**config.mk**
```make
export PLATFORM = sky130hd
export DESIGN_NAME = multicycle_seq
export DESIGN_NICKNAME = d
export VERILOG_FILES = /design/src/rtl/multicycle_seq.sv
export SDC_FILE = /design/constraint.sdc
export NUM_CORES = 1
export LEC_CHECK = 0
export ABC_AREA = 0
export CORE_ASPECT_RATIO = 0.9
export CORE_MARGIN = 3
export CORE_UTILIZATION = 32
export DETAILED_ROUTE_END_ITERATION = 8
export PLACE_DENSITY = 0.77
export RECOVER_POWER = 50
export SETUP_SLACK_MARGIN = 0.2
export SLEW_MARGIN = 25
export SYNTH_ARGS = -nofsm -noshare
export SYNTH_HDL_FRONTEND = slang
export SYNTH_SLANG_ARGS = --single-unit
```
**constraint.sdc**
```tcl
create_clock -name clk -period 1.6 [get_ports clk]
set_input_delay 0.24 -clock clk [delete_from_list [all_inputs] [get_ports clk]]
set_output_delay 0.24 -clock clk [all_outputs]
set_load 0.02 [all_outputs]
```
**src/rtl/multicycle_seq.sv**
```systemverilog
// Multi-cycle FETCH/DECODE/EXEC/MEM/WB sequencer for the RV32 core.
// Drives the register enables of IFetch, Decoder and MemOrIO, handles
// memory wait states, halt requests and a sticky bus-timeout trap.
// Optional feature macro: PERF_CNT_EN (cycle and instret counters).
module multicycle_seq #(
    parameter int unsigned TO_W        = 4,
    parameter int unsigned MEM_TIMEOUT = 15,
    parameter int unsigned CNT_W       = 32
) (
    input  logic             clk,
    input  logic             rst,
    input  logic             is_load,
    input  logic             is_store,
    input  logic             reg_write,
    input  logic             imem_ready,
    input  logic             dmem_ready,
    input  logic             halt_req,
    output logic             imem_re,
    output logic             ir_we,
    output logic             dmem_re,
    output logic             dmem_we,
    output logic             rf_we,
    output logic             pc_we,
    output logic [2:0]       state,
    output logic             timeout_err,
    output logic [CNT_W-1:0] cycle_cnt,
    output logic [CNT_W-1:0] instret_cnt
);

    typedef enum logic [2:0] {
        StIdle   = 3'd0,
        StFetch  = 3'd1,
        StDecode = 3'd2,
        StExec   = 3'd3,
        StMem    = 3'd4,
        StWb     = 3'd5,
        StHalt   = 3'd6,
        StError  = 3'd7
    } state_e;

    localparam logic [TO_W-1:0] TimeoutVal = TO_W'(MEM_TIMEOUT);

    state_e          state_q;
    logic [TO_W-1:0] wait_q;
    logic            timeout_err_q;
    // One-hot phase flags registered alongside the state so the enables come
    // straight from flops; the async reset clears them with the state.
    logic            in_fetch_q;
    logic            in_mem_q;
    logic            in_wb_q;

    // Sequencer FSM: state, wait-state counter, timeout flag and phase flags.
    always_ff @(posedge clk or negedge rst) begin
        if (!rst) begin
            state_q       <= StIdle;
            wait_q        <= '0;
            timeout_err_q <= 1'b0;
            in_fetch_q    <= 1'b0;
            in_mem_q      <= 1'b0;
            in_wb_q       <= 1'b0;
        end else begin
            in_fetch_q <= 1'b0;
            in_mem_q   <= 1'b0;
            in_wb_q    <= 1'b0;
            unique case (state_q)
                StIdle: begin
                    state_q    <= StFetch;
                    in_fetch_q <= 1'b1;
                end
                StFetch: begin
                    // Ready on the compare cycle wins over the trap.
                    if (imem_ready) begin
                        state_q <= StDecode;
                        wait_q  <= '0;
                    end else if (wait_q == TimeoutVal) begin
                        state_q       <= StError;
                        timeout_err_q <= 1'b1;
                    end else begin
                        wait_q     <= wait_q + TO_W'(1);
                        in_fetch_q <= 1'b1;
                    end
                end
                StDecode: begin
                    state_q <= StExec;
                end
                StExec: begin
                    if (is_load || is_store) begin
                        state_q  <= StMem;
                        in_mem_q <= 1'b1;
                    end else begin
                        state_q <= StWb;
                        in_wb_q <= 1'b1;
                    end
                end
                StMem: begin
                    if (dmem_ready) begin
                        state_q <= StWb;
                        wait_q  <= '0;
                        in_wb_q <= 1'b1;
                    end else if (wait_q == TimeoutVal) begin
                        state_q       <= StError;
                        timeout_err_q <= 1'b1;
                    end else begin
                        wait_q   <= wait_q + TO_W'(1);
                        in_mem_q <= 1'b1;
                    end
                end
                StWb, StHalt: begin
                    if (halt_req) begin
                        state_q <= StHalt;
                    end else begin
                        state_q    <= StFetch;
                        in_fetch_q <= 1'b1;
                    end
                end
                StError: begin
                    state_q <= StError;
                end
            endcase
        end
    end

    // Enables: registered phase flags, qualified by the live handshake and
    // instruction-class inputs where the enable depends on them.
    always_comb begin
        imem_re     = in_fetch_q;
        ir_we       = in_fetch_q & imem_ready;
        dmem_re     = in_mem_q & is_load;
        dmem_we     = in_mem_q & is_store;
        rf_we       = in_wb_q & reg_write;
        pc_we       = in_wb_q;
        state       = state_q;
        timeout_err = timeout_err_q;
    end

`ifdef PERF_CNT_EN
    logic [CNT_W-1:0] cycle_q;
    logic [CNT_W-1:0] instret_q;

    // Free-running cycle counter; instret bumps once per WB cycle.
    always_ff @(posedge clk or negedge rst) begin
        if (!rst) begin
            cycle_q   <= '0;
            instret_q <= '0;
        end else begin
            cycle_q <= cycle_q + CNT_W'(1);
            if (state_q == StWb) begin
                instret_q <= instret_q + CNT_W'(1);
            end
        end
    end

    assign cycle_cnt   = cycle_q;
    assign instret_cnt = instret_q;
`else
    assign cycle_cnt   = '0;
    assign instret_cnt = '0;
`endif

endmodule
```
==> run metrics <==
clock-pin slew on the worst setup and hold paths=0.05 ns; vias per cell=4.193; first-pass GRT wire length=around 3800 um; unrepaired setup endpoints after global routing=yes; final hold slack=~0.42 ns; Setup Viol. Count Final=0; Hold WC Path Type=primary input to asynchronous set/reset pin; post-synthesis to final-layout area growth=21.21%; Reg area=about 280 sq um; synthesis warning total=0; met1 Use GR=a little over an eighth; final slew viol count=0; P_leak=about 0.00075 uW; syn avg cell area=8.258 sq um; die footprint=between 0.004 and 0.005 sq mm; diode count=0; post-synthesis sequential area ratio=between 20% and 30%; Finished Layout Cells=228; TritonCTS clock tree=built; Post-synth EDFFs=0; cells on worst reg2reg path=4; Reg2Reg Setup Slack=0.11 ns; slew of the pin with the lowest slew margin=between 0.5 and 0.6 ns; HPWL after DPL=approximately 1700 um; hold-fix buffers at CTS=0; Worst VDD drop=~0.00050 V; I/O pin cnt=82; Yosys cell types=37; vias in the first global route=790; final WL=approximately 2700 um; status=complete, no violations; final cycle utilization of the critical path=just over 90%; die height=about 64 um; maxcap violations=0; crit path capture type=flip-flop; worst reg2reg endpoint=state[0]$_DFF_PN0_; routability cong.=0.8505; main flop type after synthesis=dfrtp_1; Inst Count DP=209; post-route ant nets=0; I/O Buffers=17; Max clock buf depth=2; crit start category=flip-flop; Fillers=about 340; worst-skew pair later-pin latency=roughly 0.25 ns; row cnt=20; H-tree levels=1; Root Buffer Master=clkbuf_8; critical path type=flip-flop to flip-flop; footprint of the multi-input gates=just over 700 sq um; busiest metal layer after global routing=met2; GR Util met3=approximately 1.4%; CP Data Required Time=roughly 1.7 ns; Mapped Area=about 0.0012 sq mm; Die W=just over 70 um; TritonCTS Buffers=3; Nets=194; Total GRT Usage=10.31%; Starting Density=between 30 and 40%; layout cell share with drive strength beyond 1=a little under a quarter; largest net degree at the start of global routing=16; core box area=about 0.0035 sq mm; DRC=0; async set or reset register ratio after synthesis=between 90% and 100%; Setup crit start=state[2]$_DFF_PN0_; pwr/cell area=~1600 mW/mm^2; Via Count=956; relative slew slack=a little over three fifths; FF-to-FF Start=state[2]$_DFF_PN0_; synthesized flop and latch total=11; grt ovf=0; Crit Path Max Fanout=4; WL/cell=around 12 um; Peak Freq=~670 MHz; crit path to=state[0]$_DFF_PN0_; endpoints failing hold=0; First DRT Iteration DRCs=55; antenna violations before repair=0; clk sinks=11; CP arrival=between 1.5 and 2 ns; first-pass iteration count of the detailed router=4; Post-Syn Instances=roughly 150; clk_skew=between 0.005 and 0.006 ns; minimum clock period=between 1 and 1.5 ns; met2 GRT Util=16.36%
[Yosys cell counts (2+ instances only)]
cell | number | area [sq um]
or4_1 | 2 | 15.01
o21ai_0 | 3 | 15.01
and2_1 | 4 | 25.02
a21o_1 | 2 | 15.01
nand2b_1 | 4 | 25.02
clkbuf_1 | 3 | 11.26
o22ai_1 | 2 | 12.51
buf_4 | 64 | 480.5
o31ai_1 | 3 | 22.52
a21oi_1 | 9 | 45.04
nand3_1 | 3 | 15.01
nor3b_1 | 3 | 22.52
nor2b_1 | 2 | 12.51
dfrtp_1 | 11 | 275.3
nor2_1 | 5 | 18.77
inv_1 | 2 | 7.510
nand2_1 | 3 | 11.26
[sequential cells by signal, summed over array words and instances, names as in the netlist]
name / cells
wait_q: 4
state: 3
imem_re: 1
in_mem_q: 1
pc_we: 1
timeout_err: 1
[layout by cell type, fill, tap and decap left out, drive strengths merged, types with 2 or more instances in the layout]
master / synthesis / layout
a21o: 2 / 2
a21oi: 9 / 9
and2: 4 / 4
buf: 66 / 24
clkbuf: 3 / 6
clkdlybuf4s15: 0 / 2
clkdlybuf4s50: 0 / 6
conb: 1 / 64
dfrtp: 11 / 11
dlygate4sd2: 0 / 6
inv: 2 / 2
nand2: 3 / 3
nand2b: 4 / 4
nand3: 3 / 3
nor2: 5 / 5
nor2b: 2 / 2
nor3b: 3 / 3
o21ai: 3 / 3
o22ai: 2 / 2
o31ai: 3 / 3
or3b: 2 / 2
or4: 2 / 2
[critical path: stages (launching register included)]
cell and delay, ns:
dfrtp_2 0.43, buf_6 0.14, nor3b_4 0.15, a32o_2 0.24
or4_1 0.40
[per-stage QoR]
| step | power (uW) | instance area, sq um | setup WS (ns) | util [%] | TNS, ns |
|---|---|---|---|---|---|
| 3_3_place_gp | 1701 | 1254 | -0.1026 | 36.04 | -0.3247 |
| 3_5_place_dp | 1724 | 1254 | -0.1226 | 36.04 | -0.4318 |
| 4_1_cts | 2177 | 1395 | 0.1127 | 40.11 | 0 |
| 5_1_grt | 2501 | 1451 | 0.07907 | 41.73 | 0 |
| 6_report | 2371 | 1451 | 0.1060 | 41.73 | 0 |
| 2_1_floorplan | 1473 | 1463 | 0.04347 | - | 0 |
[worst min path at each step]
stage / from / endpoint / depth (start not counted)
after detailed placement: timeout_err$_DFFE_PN0P_ / timeout_err$_DFFE_PN0P_ / 1
after global routing: rst / wait_q[0]$_DFFE_PN0P_ / 1
after floorplan: rst / imem_re$_DFF_PN0_ / 0
after global placement: timeout_err$_DFFE_PN0P_ / timeout_err$_DFFE_PN0P_ / 1
final: rst / timeout_err$_DFFE_PN0P_ / 1
after CTS: rst / wait_q[0]$_DFFE_PN0P_ / 1
[area by class of cell]
type | count | area share (%)
Sequential cell | 11 | 19.22
Clock buffer | 4 | 3.103
Multi-Input combinational cell | 126 | 49.31
Tap cell | 44 | 3.793
Timing Repair Buffer | 41 | 24.05
Inverter | 2 | 0.5172
[routing by layer]
metal | vias to the layer above | wire length, um
met3 | 5 | 269
met1 | 437 | 1046
met2 | 70 | 1358
met4 | 0 | 57
li1 | 444 | -
met5 | - | 0
[timing repair]
action	4_1_cts	5_1_grt
pin swaps	6	2
buffers inserted	12	3
setup endpoints to repair	16	13
resized for setup	19	13
[report_power, final]
| group | internal, uW | switching [uW] |
|---|---|---|
| Sequential | 402 | 157 |
| Combinational | 712 | 806 |
| Clock | 176 | 118 |
[cell families (layout without fill, tap and decap cells)]
kind of cell / Yosys count / after routing / synth area share [%]
AOI/OAI and AO/OA: 28 / 28 / 15.78
xor gates and xnor gates: 1 / 1 / 0.7316
adders and majority gates: 1 / 1 / 1.045
buffers and inverters: 71 / 47 / 42.42
DFF: 11 / 11 / 22.99
other: 1 / 64 / 0.3132
and+or+nand+nor: 32 / 32 / 16.72
(Power assumes the default switching activity.)
